[src/rtl/uart_program_loader.sv]
// UART program loader: receives an 8N1 byte stream, checks the framing
// (A5, little-endian word count, data words, XOR checksum), writes each
// assembled instruction word into the ITCM and releases the core reset
// once a complete, checksum-verified program has been loaded.
module uart_program_loader #(
  parameter int CLKS_PER_BIT = 1476,
  parameter int ITCM_WORDS   = 1024
) (
  input  logic        clk,
  input  logic        cpu_rst,
  input  logic        uart_rx,
  output logic        itcm_we,
  output logic [11:0] itcm_addr,
  output logic [31:0] itcm_wdata,
  output logic        core_rst,
  output logic        load_done,
  output logic        load_error
);

  localparam int BCW = $clog2(CLKS_PER_BIT + 1);
  localparam int WW  = $clog2(ITCM_WORDS + 1);
  localparam logic [BCW-1:0] HALF_M1 = BCW'(CLKS_PER_BIT / 2 - 1);
  localparam logic [BCW-1:0] FULL_M1 = BCW'(CLKS_PER_BIT - 1);
  localparam logic [7:0]     SYNC_BYTE = 8'hA5;

  typedef enum logic [1:0] {RX_IDLE, RX_START, RX_DATA, RX_STOP} rx_state_t;
  typedef enum logic [2:0] {S_SYNC, S_LEN_LO, S_LEN_HI, S_DATA, S_CHECK, S_DONE, S_ERROR} ld_state_t;

  // Running checksum update: XOR of every length and data byte.
  function automatic logic [7:0] csum_next(input logic [7:0] acc, input logic [7:0] b);
    return acc ^ b;
  endfunction

  logic            rx_meta_q, rx_meta_d, rx_sync_q, rx_sync_d;
  rx_state_t       rx_state_q, rx_state_d;
  logic            rx_armed_q, rx_armed_d;
  logic [BCW-1:0]  baud_cnt_q, baud_cnt_d;
  logic [2:0]      bit_idx_q, bit_idx_d;
  logic [7:0]      shift_q, shift_d;
  logic            byte_valid_q, byte_valid_d;
  logic            frame_err_q, frame_err_d;

  ld_state_t       ld_state_q, ld_state_d;
  logic [15:0]     len_q, len_d;
  logic [WW-1:0]   word_idx_q, word_idx_d;
  logic [1:0]      byte_idx_q, byte_idx_d;
  logic [23:0]     word_buf_q, word_buf_d;
  logic [7:0]      csum_q, csum_d;
  logic            itcm_we_q, itcm_we_d;
  logic [11:0]     itcm_addr_q, itcm_addr_d;
  logic [31:0]     itcm_wdata_q, itcm_wdata_d;
  logic            core_rst_q, core_rst_d;
  logic            load_done_q, load_done_d;
  logic            load_error_q, load_error_d;
  logic [15:0]     len_next_s;

  // Receiver: synchronizer, start-bit qualification, bit sampling and stop check.
  always_comb begin
    rx_meta_d    = uart_rx;
    rx_sync_d    = rx_meta_q;
    rx_state_d   = rx_state_q;
    rx_armed_d   = rx_armed_q;
    baud_cnt_d   = baud_cnt_q;
    bit_idx_d    = bit_idx_q;
    shift_d      = shift_q;
    byte_valid_d = 1'b0;
    frame_err_d  = 1'b0;
    case (rx_state_q)
      RX_IDLE: begin
        baud_cnt_d = '0;
        bit_idx_d  = 3'd0;
        // A start bit is only accepted once the line has been seen idle high.
        if (rx_armed_q && !rx_sync_q) begin
          rx_state_d = RX_START;
          rx_armed_d = 1'b0;
        end else begin
          rx_armed_d = rx_sync_q;
        end
      end
      RX_START: begin
        if (baud_cnt_q == HALF_M1) begin
          baud_cnt_d = '0;
          if (rx_sync_q) begin
            rx_state_d = RX_IDLE;
          end else begin
            rx_state_d = RX_DATA;
          end
        end else begin
          baud_cnt_d = baud_cnt_q + 1'b1;
        end
      end
      RX_DATA: begin
        if (baud_cnt_q == FULL_M1) begin
          baud_cnt_d = '0;
          shift_d    = {rx_sync_q, shift_q[7:1]};
          if (bit_idx_q == 3'd7) begin
            rx_state_d = RX_STOP;
          end else begin
            bit_idx_d = bit_idx_q + 3'd1;
          end
        end else begin
          baud_cnt_d = baud_cnt_q + 1'b1;
        end
      end
      RX_STOP: begin
        if (baud_cnt_q == FULL_M1) begin
          baud_cnt_d = '0;
          rx_state_d = RX_IDLE;
          if (rx_sync_q) begin
            byte_valid_d = 1'b1;
          end else begin
            frame_err_d = 1'b1;
          end
        end else begin
          baud_cnt_d = baud_cnt_q + 1'b1;
        end
      end
      default: begin
        rx_state_d = RX_IDLE;
      end
    endcase
  end

  // Loader FSM: protocol parsing, word assembly, ITCM writes and status outputs.
  always_comb begin
    ld_state_d   = ld_state_q;
    len_d        = len_q;
    word_idx_d   = word_idx_q;
    byte_idx_d   = byte_idx_q;
    word_buf_d   = word_buf_q;
    csum_d       = csum_q;
    itcm_we_d    = 1'b0;
    itcm_addr_d  = itcm_addr_q;
    itcm_wdata_d = itcm_wdata_q;
    len_next_s   = {shift_q, len_q[7:0]};
    if (frame_err_q) begin
      if (ld_state_q != S_SYNC) begin
        ld_state_d = S_ERROR;
      end else begin
        ld_state_d = ld_state_q;
      end
    end else if (byte_valid_q) begin
      case (ld_state_q)
        S_SYNC, S_DONE, S_ERROR: begin
          if (shift_q == SYNC_BYTE) begin
            ld_state_d = S_LEN_LO;
            csum_d     = 8'h00;
            len_d      = 16'h0000;
            word_idx_d = '0;
            byte_idx_d = 2'd0;
          end else begin
            ld_state_d = ld_state_q;
          end
        end
        S_LEN_LO: begin
          len_d      = {8'h00, shift_q};
          csum_d     = csum_next(csum_q, shift_q);
          ld_state_d = S_LEN_HI;
        end
        S_LEN_HI: begin
          len_d  = len_next_s;
          csum_d = csum_next(csum_q, shift_q);
          if (32'(len_next_s) > 32'(ITCM_WORDS)) begin
            ld_state_d = S_ERROR;
          end else if (len_next_s == 16'h0000) begin
            ld_state_d = S_CHECK;
          end else begin
            ld_state_d = S_DATA;
          end
        end
        S_DATA: begin
          csum_d = csum_next(csum_q, shift_q);
          if (byte_idx_q == 2'd3) begin
            // Fourth byte completes the word; the strobe appears next cycle.
            itcm_we_d    = 1'b1;
            itcm_addr_d  = 12'(32'(word_idx_q) << 2);
            itcm_wdata_d = {shift_q, word_buf_q};
            byte_idx_d   = 2'd0;
            word_idx_d   = word_idx_q + 1'b1;
            if (32'(word_idx_q) + 32'd1 == 32'(len_q)) begin
              ld_state_d = S_CHECK;
            end else begin
              ld_state_d = S_DATA;
            end
          end else begin
            word_buf_d = {shift_q, word_buf_q[23:8]};
            byte_idx_d = byte_idx_q + 2'd1;
          end
        end
        S_CHECK: begin
          if (shift_q == csum_q) begin
            ld_state_d = S_DONE;
          end else begin
            ld_state_d = S_ERROR;
          end
        end
        default: begin
          ld_state_d = S_SYNC;
        end
      endcase
    end else begin
      ld_state_d = ld_state_q;
    end
    // Status follows the next state so core_rst drops on the very edge DONE is entered.
    core_rst_d   = (ld_state_d != S_DONE);
    load_done_d  = (ld_state_d == S_DONE);
    load_error_d = (ld_state_d == S_ERROR);
  end

  // State register for receiver and loader; cpu_rst low aborts everything asynchronously.
  always_ff @(posedge clk or negedge cpu_rst) begin
    if (!cpu_rst) begin
      rx_meta_q    <= 1'b1;
      rx_sync_q    <= 1'b1;
      rx_state_q   <= RX_IDLE;
      rx_armed_q   <= 1'b0;
      baud_cnt_q   <= '0;
      bit_idx_q    <= 3'd0;
      shift_q      <= 8'h00;
      byte_valid_q <= 1'b0;
      frame_err_q  <= 1'b0;
      ld_state_q   <= S_SYNC;
      len_q        <= 16'h0000;
      word_idx_q   <= '0;
      byte_idx_q   <= 2'd0;
      word_buf_q   <= 24'h000000;
      csum_q       <= 8'h00;
      itcm_we_q    <= 1'b0;
      itcm_addr_q  <= 12'h000;
      itcm_wdata_q <= 32'h00000000;
      core_rst_q   <= 1'b1;
      load_done_q  <= 1'b0;
      load_error_q <= 1'b0;
    end else begin
      rx_meta_q    <= rx_meta_d;
      rx_sync_q    <= rx_sync_d;
      rx_state_q   <= rx_state_d;
      rx_armed_q   <= rx_armed_d;
      baud_cnt_q   <= baud_cnt_d;
      bit_idx_q    <= bit_idx_d;
      shift_q      <= shift_d;
      byte_valid_q <= byte_valid_d;
      frame_err_q  <= frame_err_d;
      ld_state_q   <= ld_state_d;
      len_q        <= len_d;
      word_idx_q   <= word_idx_d;
      byte_idx_q   <= byte_idx_d;
      word_buf_q   <= word_buf_d;
      csum_q       <= csum_d;
      itcm_we_q    <= itcm_we_d;
      itcm_addr_q  <= itcm_addr_d;
      itcm_wdata_q <= itcm_wdata_d;
      core_rst_q   <= core_rst_d;
      load_done_q  <= load_done_d;
      load_error_q <= load_error_d;
    end
  end

  assign itcm_we    = itcm_we_q;
  assign itcm_addr  = itcm_addr_q;
  assign itcm_wdata = itcm_wdata_q;
  assign core_rst   = core_rst_q;
  assign load_done  = load_done_q;
  assign load_error = load_error_q;

endmodule

[config.mk]
export PLATFORM = sky130hd
export DESIGN_NAME = uart_program_loader
export DESIGN_NICKNAME = d
export VERILOG_FILES = /design/src/rtl/uart_program_loader.sv
export SDC_FILE = /design/constraint.sdc
export NUM_CORES = 1
export LEC_CHECK = 0
export BUFFER_PORTS_ARGS = -buffer_cell sky130_fd_sc_hd__buf_2
export CORE_MARGIN = 2
export CORE_UTILIZATION = 50
export CTS_CLUSTER_SIZE = 8
export DETAILED_ROUTE_END_ITERATION = 16
export HOLD_SLACK_MARGIN = 0.05
export PLACE_DENSITY = 0.81
export SLEW_MARGIN = 15
export SYNTH_ARGS = -nofsm -noshare
export SYNTH_HDL_FRONTEND = slang
export SYNTH_SLANG_ARGS = --single-unit
[constraint.sdc]
create_clock -name clk -period 2.25 [get_ports clk]
set_input_delay 0.225 -clock clk [delete_from_list [all_inputs] [get_ports clk]]
set_output_delay 0.225 -clock clk [all_outputs]
set_load 0.02 [all_outputs]
==> results by group, run 1 <==
Placed design
  – DP Wirelength: 10.0 mm
  – Place WS: -0.0166 ns
  – Placed instance count: 890
  – # port buffers: 48
  – Gpl congestion: 0.947

Synth
  – Netlist Area Pre-Place: 6510 um^2
  – Seq/Total Area, Yosys: 53.5%
  – Post-synth EDFFs: 0
  – Distinct cells, synth: 60
  – Fraction of registers with async set/reset: 100%
  – Top_reg_cell synth: dfrtp_1
  – Synth warn: 0
  – Gate Count Post-Synth: 666
  – FF+latch count, synth: 139
  – Syn Area/Cell: 9.78 um^2

Worst setup path
  – Worst-path cell chain: buf_4, nand3_2, nor4_4, xnor2_1, o2111ai_1, and3b_2, o21ai_2, and3_1
  – Crit path required time: 2.56 ns
  – Critical path type: flip-flop to flip-flop
  – Crit-path max FO: 6
  – Worst setup EP type: flip-flop
  – R2R Path End: load_done
  – Slowest Stage Delay on Critical Path: 0.40 ns
  – Slowest CP cell: dfrtp_1
  – Worst r2r src: word_idx_q[0]
  – Worst reg2reg setup slack: 0.11 ns
  – WP data arrival: 2.45 ns
  – CP Launch Type: flip-flop
  – FF-to-FF path depth: 8

Global routing
  – Vias in the first global route: 4,985
  – All-Layer GR Usage: 22.0%
  – Largest net degree at the start of global routing: 67
  – First-pass GRT wire length: 24.3 mm
  – Initial antenna violation count: 0
  – GR Overflow Total: 0

Power
  – VDD IR max: 0.000498 V
  – Pleak: 4.03 nW
  – PwrDens: 727 nW/um^2

Route
  – Post-route ant nets: 0
  – Routed Wire Length: 14.6 mm
  – Pre-antenna DRT Iters: 5
  – Post-DR vias/cell: 5.45
  – Drt wl/cell: 15.8 um
  – DR iter-0 viols: 380
  – Via count: 5,050
  – Residual DRC count: 0

Clocking
  – Total CTS buffers: 17
  – CTS tree: done
  – Clock root buffer: clkbuf_16
  – Worst skew pair latency: 0.43 ns
  – Worst-path clk slew: 0.06 ns
  – CTS sink count: 139
  – Max Root-Sink Buffers: 2
  – H-tree Lvls: 4

Run
  – Max cap viols: 0

STA
  – Final slew viol count: 0
  – Slew of the pin with the lowest slew margin: 0.635 ns
  – Final setup skew: 0.0103 ns
  – Tcrit/Tclk final: 95.1%
  – Fmax: 0.468 GHz
  – Min cycle time layout: 2.14 ns
  – Total Negative Setup Slacks: 0 ns
  – Slew headroom: 57.6%
  – Final setup margin: 0.111 ns
  – Hold Violations, Final: 0
  – WHS: 0.354 ns
  – Setup violators final: 0

Finish
  – Layout Cells excl Fill: 927
  – Layout area overhead: 20.9%
  – Final net count: 751
  – # diodes: 0
  – # fillers: 1,022
  – Core Util, Final: 62.1%
  – Layout cells sized above 1: 25.0%

Floorplanning
  – Die Y: 118 um
  – Starting density of the core: 51.4%
  – Width of the chip: 118 um
  – # IOs: 51
  – Placeable Area: 12,700 um^2
  – DIE AREA: 14,000 um^2
  – FP Rows: 41

Hold path
  – Hold_sp: rx_meta_q
  – Hold path cells: 0
  – Hold crit path type: flip-flop to flip-flop
  – Hold Path End: rx_sync_q

Outcome
  – Status: complete, no violations
synthesized netlist by cell type (3+ instances only):
cell type,count,area [um^2]
buf_4,5,37.5
mux2_4,15,225
xor2_1,21,184
a22o_1,6,52.6
clkbuf_1,16,60.1
buf_2,8,40.0
a31oi_1,3,18.8
and3_1,8,50.1
mux2_2,19,214
dfrtp_1,136,3400
nand2_1,186,698
o21ai_0,52,260
nor3_1,11,55.1
dfstp_2,3,78.8
nor2_1,46,173
nor4_1,6,37.5
nand3_1,17,85.1
buf_1,4,15.0
ha_1,6,75.1
nand2b_1,4,25.0
xnor2_1,13,114
buf_6,3,33.8
inv_1,11,41.3
nand4_1,9,56.3
o31ai_1,9,67.6
a21oi_1,6,30.0
nor3b_1,6,45.0
logic make-up after synthesis:
logic type | synth area share (%)
fa+ha+maj | 1.31
xor+xnor | 4.57
compound gates | 9.30
mux | 6.90
buf+inv | 3.69
other cells | 0.0576
simple gates | 20.7
flops | 53.5
final cells by class:
cell class	count	area (um^2)	share of cell area (%)
Timing Repair Buffer	93	627	7.96
Clock buffer	21	470	5.98
Clock inverter	11	143	1.81
Tap cell	172	215	2.73
Inverter	13	48.8	0.620
Sequential cell	139	3490	44.3
Multi-Input combinational cell	478	2880	36.6
what timing repair did:
action | in CTS | in global routing
setup endpoints to repair | 3 | 18
pin swaps | 0 | 7
setup buffers | 0 | 3
resized for setup | 4 | 16
gates cloned | 0 | 0
endpoints found under the hold margin | 63 | 0
hold buffers | 2 | 0
worst max-delay path by stage:
stage | from | to | slack, ns
detailed placement | len_q[13] | load_error | -0.02
floorplan | word_idx_q[0] | load_done | 0.10
global placement | word_idx_q[2] | core_rst | 0.004
global route | word_idx_q[0] | load_error | -0.0009
CTS | len_q[13] | load_error | 0.01
finish | word_idx_q[0] | load_done | 0.11
power by group:
| group | switching, mW | internal (mW) | leakage, nW |
|---|---|---|---|
| registers | 0.0694 | 2.55 | 1.92 |
| clock network | 1.04 | 1.82 | 0.299 |
| logic | 0.145 | 0.0962 | 1.81 |
metal layers:
metal  global-route usage, %  wire length, um  vias to the layer above
met5                       0                0                        -
met4                    10.0              388                        0
met3                    4.78              611                       29
met2                    35.4             6940                      130
met1                    28.6             6700                     2492
li1                        -                -                     2399
sequential cells by signal, indices dropped and copies added (netlist names), 2 cells and up, named ones only:
name / cells
baud_cnt_q: 11
itcm_addr: 10
len_q: 16
word_idx_q: 11
bit_idx_q: 3
itcm_wdata: 32
word_buf_q: 24
ld_state_q: 3
byte_idx_q: 2
csum_q: 8
shift_q: 8
critical path, delay by kind of cell (launching register included):
family                 cells  cell delay [ns]
XOR/XNOR                   1             0.17
flip-flops                 1             0.40
AO/OA/AOI/OAI              2             0.27
buffers and inverters      1             0.18
AND/OR/NAND/NOR            4             1.01
cell usage in the layout, fill, tap and decap left out, types with 5 or more instances in the layout:
cell,synthesis,routed
ha_1,6,5
xor2_1,21,21
mux2_2,19,19
o21ai_0,52,51
o31ai_1,9,9
a21oi_1,6,6
nand3_1,17,13
a22o_1,6,6
nand2_1,186,186
buf_2,8,47
clkbuf_16,0,17
and3_1,8,8
nor3b_1,6,6
nor2_1,46,46
dfrtp_1,136,132
xnor2_1,13,13
inv_1,11,11
nor3_1,11,10
buf_4,5,40
nand4_1,9,9
mux2_4,15,15
stage by stage:
stage / total power, mW / instance area [um^2]
3_5_place_dp: 2.90 / 7130
5_1_grt: 5.91 / 7870
6_report: 5.72 / 7870
2_1_floorplan: 2.79 / 6520
4_1_cts: 5.76 / 7780
3_3_place_gp: 2.88 / 7130
Power figures use the tool's default switching activity.
==> run 2: changes to the inputs <==
PLACE_DENSITY = 0.78   (was 0.81)
clock period = 2 ns   (was 2.25 ns; I/O delays follow)
==> run 2 against run 1 <==
Effect of this change:
- the run now ends with negative setup slack left
- sequential power up 12%
- die area unchanged
- sequential share of layout area decreased by 2.1 points
- cell area up 4.9%
- count of clock-buffer cells in the layout shrank 2
- via count grew 3.8%
- first-iteration DRC count up 1.1%
- clock power grew 14%
- wire length grew 5.5%
- sequential cell count unchanged
- setup slack lost 0.23 ns
- non-clock buffer count is 31 higher
==> results by group, run 2 (synthesized netlist as in run 1, its figures left out) <==
Run
  – Max cap viols: 0 (unchanged)

Floorplanning
  – Width of the chip: 118 um (unchanged)
  – FP Rows: 41 (unchanged)
  – Placeable Area: 12,700 um^2 (unchanged)
  – DIE AREA: 14,000 um^2 (unchanged)
  – # IOs: 51 (unchanged)
  – Starting density of the core: 51.4% (unchanged)
  – Die Y: 118 um (unchanged)

Clocking
  – H-tree Lvls: 4 (unchanged)
  – Worst-path clk slew: 0.06 ns (about the same)
  – CTS sink count: 139 (unchanged)
  – CTS tree: done
  – Total CTS buffers: 17 (unchanged)
  – Worst skew pair latency: 0.42 ns (about the same)
  – Clock root buffer: clkbuf_16
  – Max Root-Sink Buffers: 2 (unchanged)

STA
  – Fmax: 0.473 GHz (+1.1%)
  – RSZ-0062 raised after global routing: true
  – Final slew viol count: 0 (unchanged)
  – Final setup margin: -0.115 ns (-0.227 ns)
  – Min cycle time layout: 2.12 ns (-0.0231 ns)
  – Slew headroom: 61.8% (+4.2 points)
  – Hold Violations, Final: 0 (unchanged)
  – Final setup skew: 0.00789 ns (-0.00237 ns)
  – Slew of the pin with the lowest slew margin: 0.571 ns (-0.0647 ns)
  – Total Negative Setup Slacks: -0.866 ns (-0.866 ns)
  – Tcrit/Tclk final: 106% (+11 points)
  – Setup violators final: 22 (+22)

Hold path
  – Hold crit path type: input pin to asynchronous set/reset pin

Route
  – Residual DRC count: 0 (unchanged)
  – Post-DR vias/cell: 5.48 (+0.65%)
  – DR iter-0 viols: 384 (+1.1%)
  – Pre-antenna DRT Iters: 5 (unchanged)
  – Via count: 5,242 (+3.8%)
  – Drt wl/cell: 16.2 um (+2.3%)
  – Post-route ant nets: 0 (unchanged)
  – Routed Wire Length: 15.4 mm (+5.5%)

Placed design
  – DP Wirelength: 10.2 mm (+2.2%)
  – # port buffers: 48 (unchanged)
  – Gpl congestion: 0.896 (-5.4%)
  – Placed instance count: 916 (+2.9%)

Power
  – Total power: 6.48 mW (+13%)
  – VDD IR max: 0.000557 V (+12%)
  – Pleak: 4.20 nW (+4.3%)
  – PwrDens: 785 nW/um^2 (+8.0%)

Finish
  – Most common cell after layout, fill and taps aside: nand2_1
  – Layout Cells excl Fill: 956 (+3.1%)
  – Max reg flops: 32 (unchanged)
  – Final net count: 782 (+4.1%)
  – Layout area overhead: 26.8%
  – Commonest non-fill, non-tap cells in the layout: nand2_1 (185), dfrtp_1 (133), buf_4 (64)
  – # diodes: 0 (unchanged)
  – Core Util, Final: 65.2% (+3.1 points)
  – Layout cells sized above 1: 30.2% (+5.2 points)
  – # fillers: 967 (-5.4%)

Worst setup path
  – Worst-path cell chain: or4_4, a2111oi_4, nand3_1, nor3_2, and3b_2, o21ai_2, and3_1
  – Slowest Stage Delay on Critical Path: 0.57 ns (+0.17 ns)
  – Crit-path max FO: 4 (-2)
  – CP Launch Type: flip-flop
  – Worst setup EP type: flip-flop
  – WP data arrival: 2.42 ns (-0.03 ns)
  – Slowest CP cell: or4_4
  – CP Buf/Inv Count: 0 (-1)
  – FF-to-FF path depth: 7 (-1)
  – Crit path required time: 2.31 ns (-0.25 ns)
  – Worst reg2reg setup slack: -0.12 ns (-0.23 ns)
  – Critical path's top delay family: simple AND/OR/NAND/NOR gates
  – R2R Path End: load_done
  – Worst r2r src: len_q[13]
  – Critical path type: flip-flop to flip-flop

Global routing
  – Initial antenna violation count: 0 (unchanged)
  – Largest net degree at the start of global routing: 59 (-12%)
  – Vias in the first global route: 5,170 (+3.7%)
  – First-pass GRT wire length: 25.2 mm (+3.6%)
  – GR Overflow Total: 0 (unchanged)
  – All-Layer GR Usage: 22.6% (+0.60 points)

Outcome
  – Violated checks: negative setup slack
  – Status: finished with violations
==> run 2: cell type report <==
cell class	count	area, um^2	area share (%)
Clock buffer	19	443	5.36
Inverter	13	48.8	0.591
Clock inverter	11	171	2.07
Sequential cell	139	3490	42.2
Multi-Input combinational cell	478	3000	36.3
Tap cell	172	215	2.60
Timing Repair Buffer	124	895	10.8
==> run 2: routing by layer <==
metal	share of wire, %	wire length (um)	track usage [%]
met1	42	6490	29.2
met2	50	7720	37.0
met3	5.9	916	5.12
met4	2.0	306	9.04
met5	0	0	0
==> run 2: power by group <==
group / switching (mW) / total (mW) / internal (mW)
clock: 1.17 / 3.27 / 2.10
combinational: 0.160 / 0.268 / 0.108
sequential: 0.0761 / 2.94 / 2.87
==> run 2: timing repair <==
| action | in CTS | in global routing |
|---|---|---|
| pin swaps | 5 | 8 |
| setup endpoints to repair | 28 | 109 |
| hold endpoints to repair | 56 | 0 |
| setup buffers | 2 | 4 |
| hold buffers | 2 | 0 |
| resized for setup | 15 | 50 |
| cloned | 1 | 1 |
==> run 2: through the flow <==
stage | area (um^2) | hold slack [ns] | worst slack [ns]
floorplan | 6540 | -0.0956 | -0.00576
global placement | 7340 | 0.184 | -0.0665
detailed placement | 7340 | 0.187 | -0.115
CTS | 8060 | 0.318 | -0.0754
global route | 8260 | 0.356 | -0.206
finish | 8260 | 0.311 | -0.115
==> run 2: worst max-delay path by stage <==
stage	start	to	slack (ns)	cells past startpoint
after detailed placement	len_q[13]	load_error	-0.11	7
final	len_q[13]	load_done	-0.12	7
after global placement	len_q[13]	load_done	-0.07	7
after global routing	len_q[13]	load_done	-0.21	7
after CTS	word_idx_q[1]	load_done	-0.08	9
after floorplan	shift_q[3]	word_buf_q[10]	-0.006	7
==> run 2: worst reg2reg max path, delay by kind of cell, from the launching register on <==
family	cells	cell delay [ns]
simple gates	5	1.29
flops	1	0.39
compound gates	2	0.31
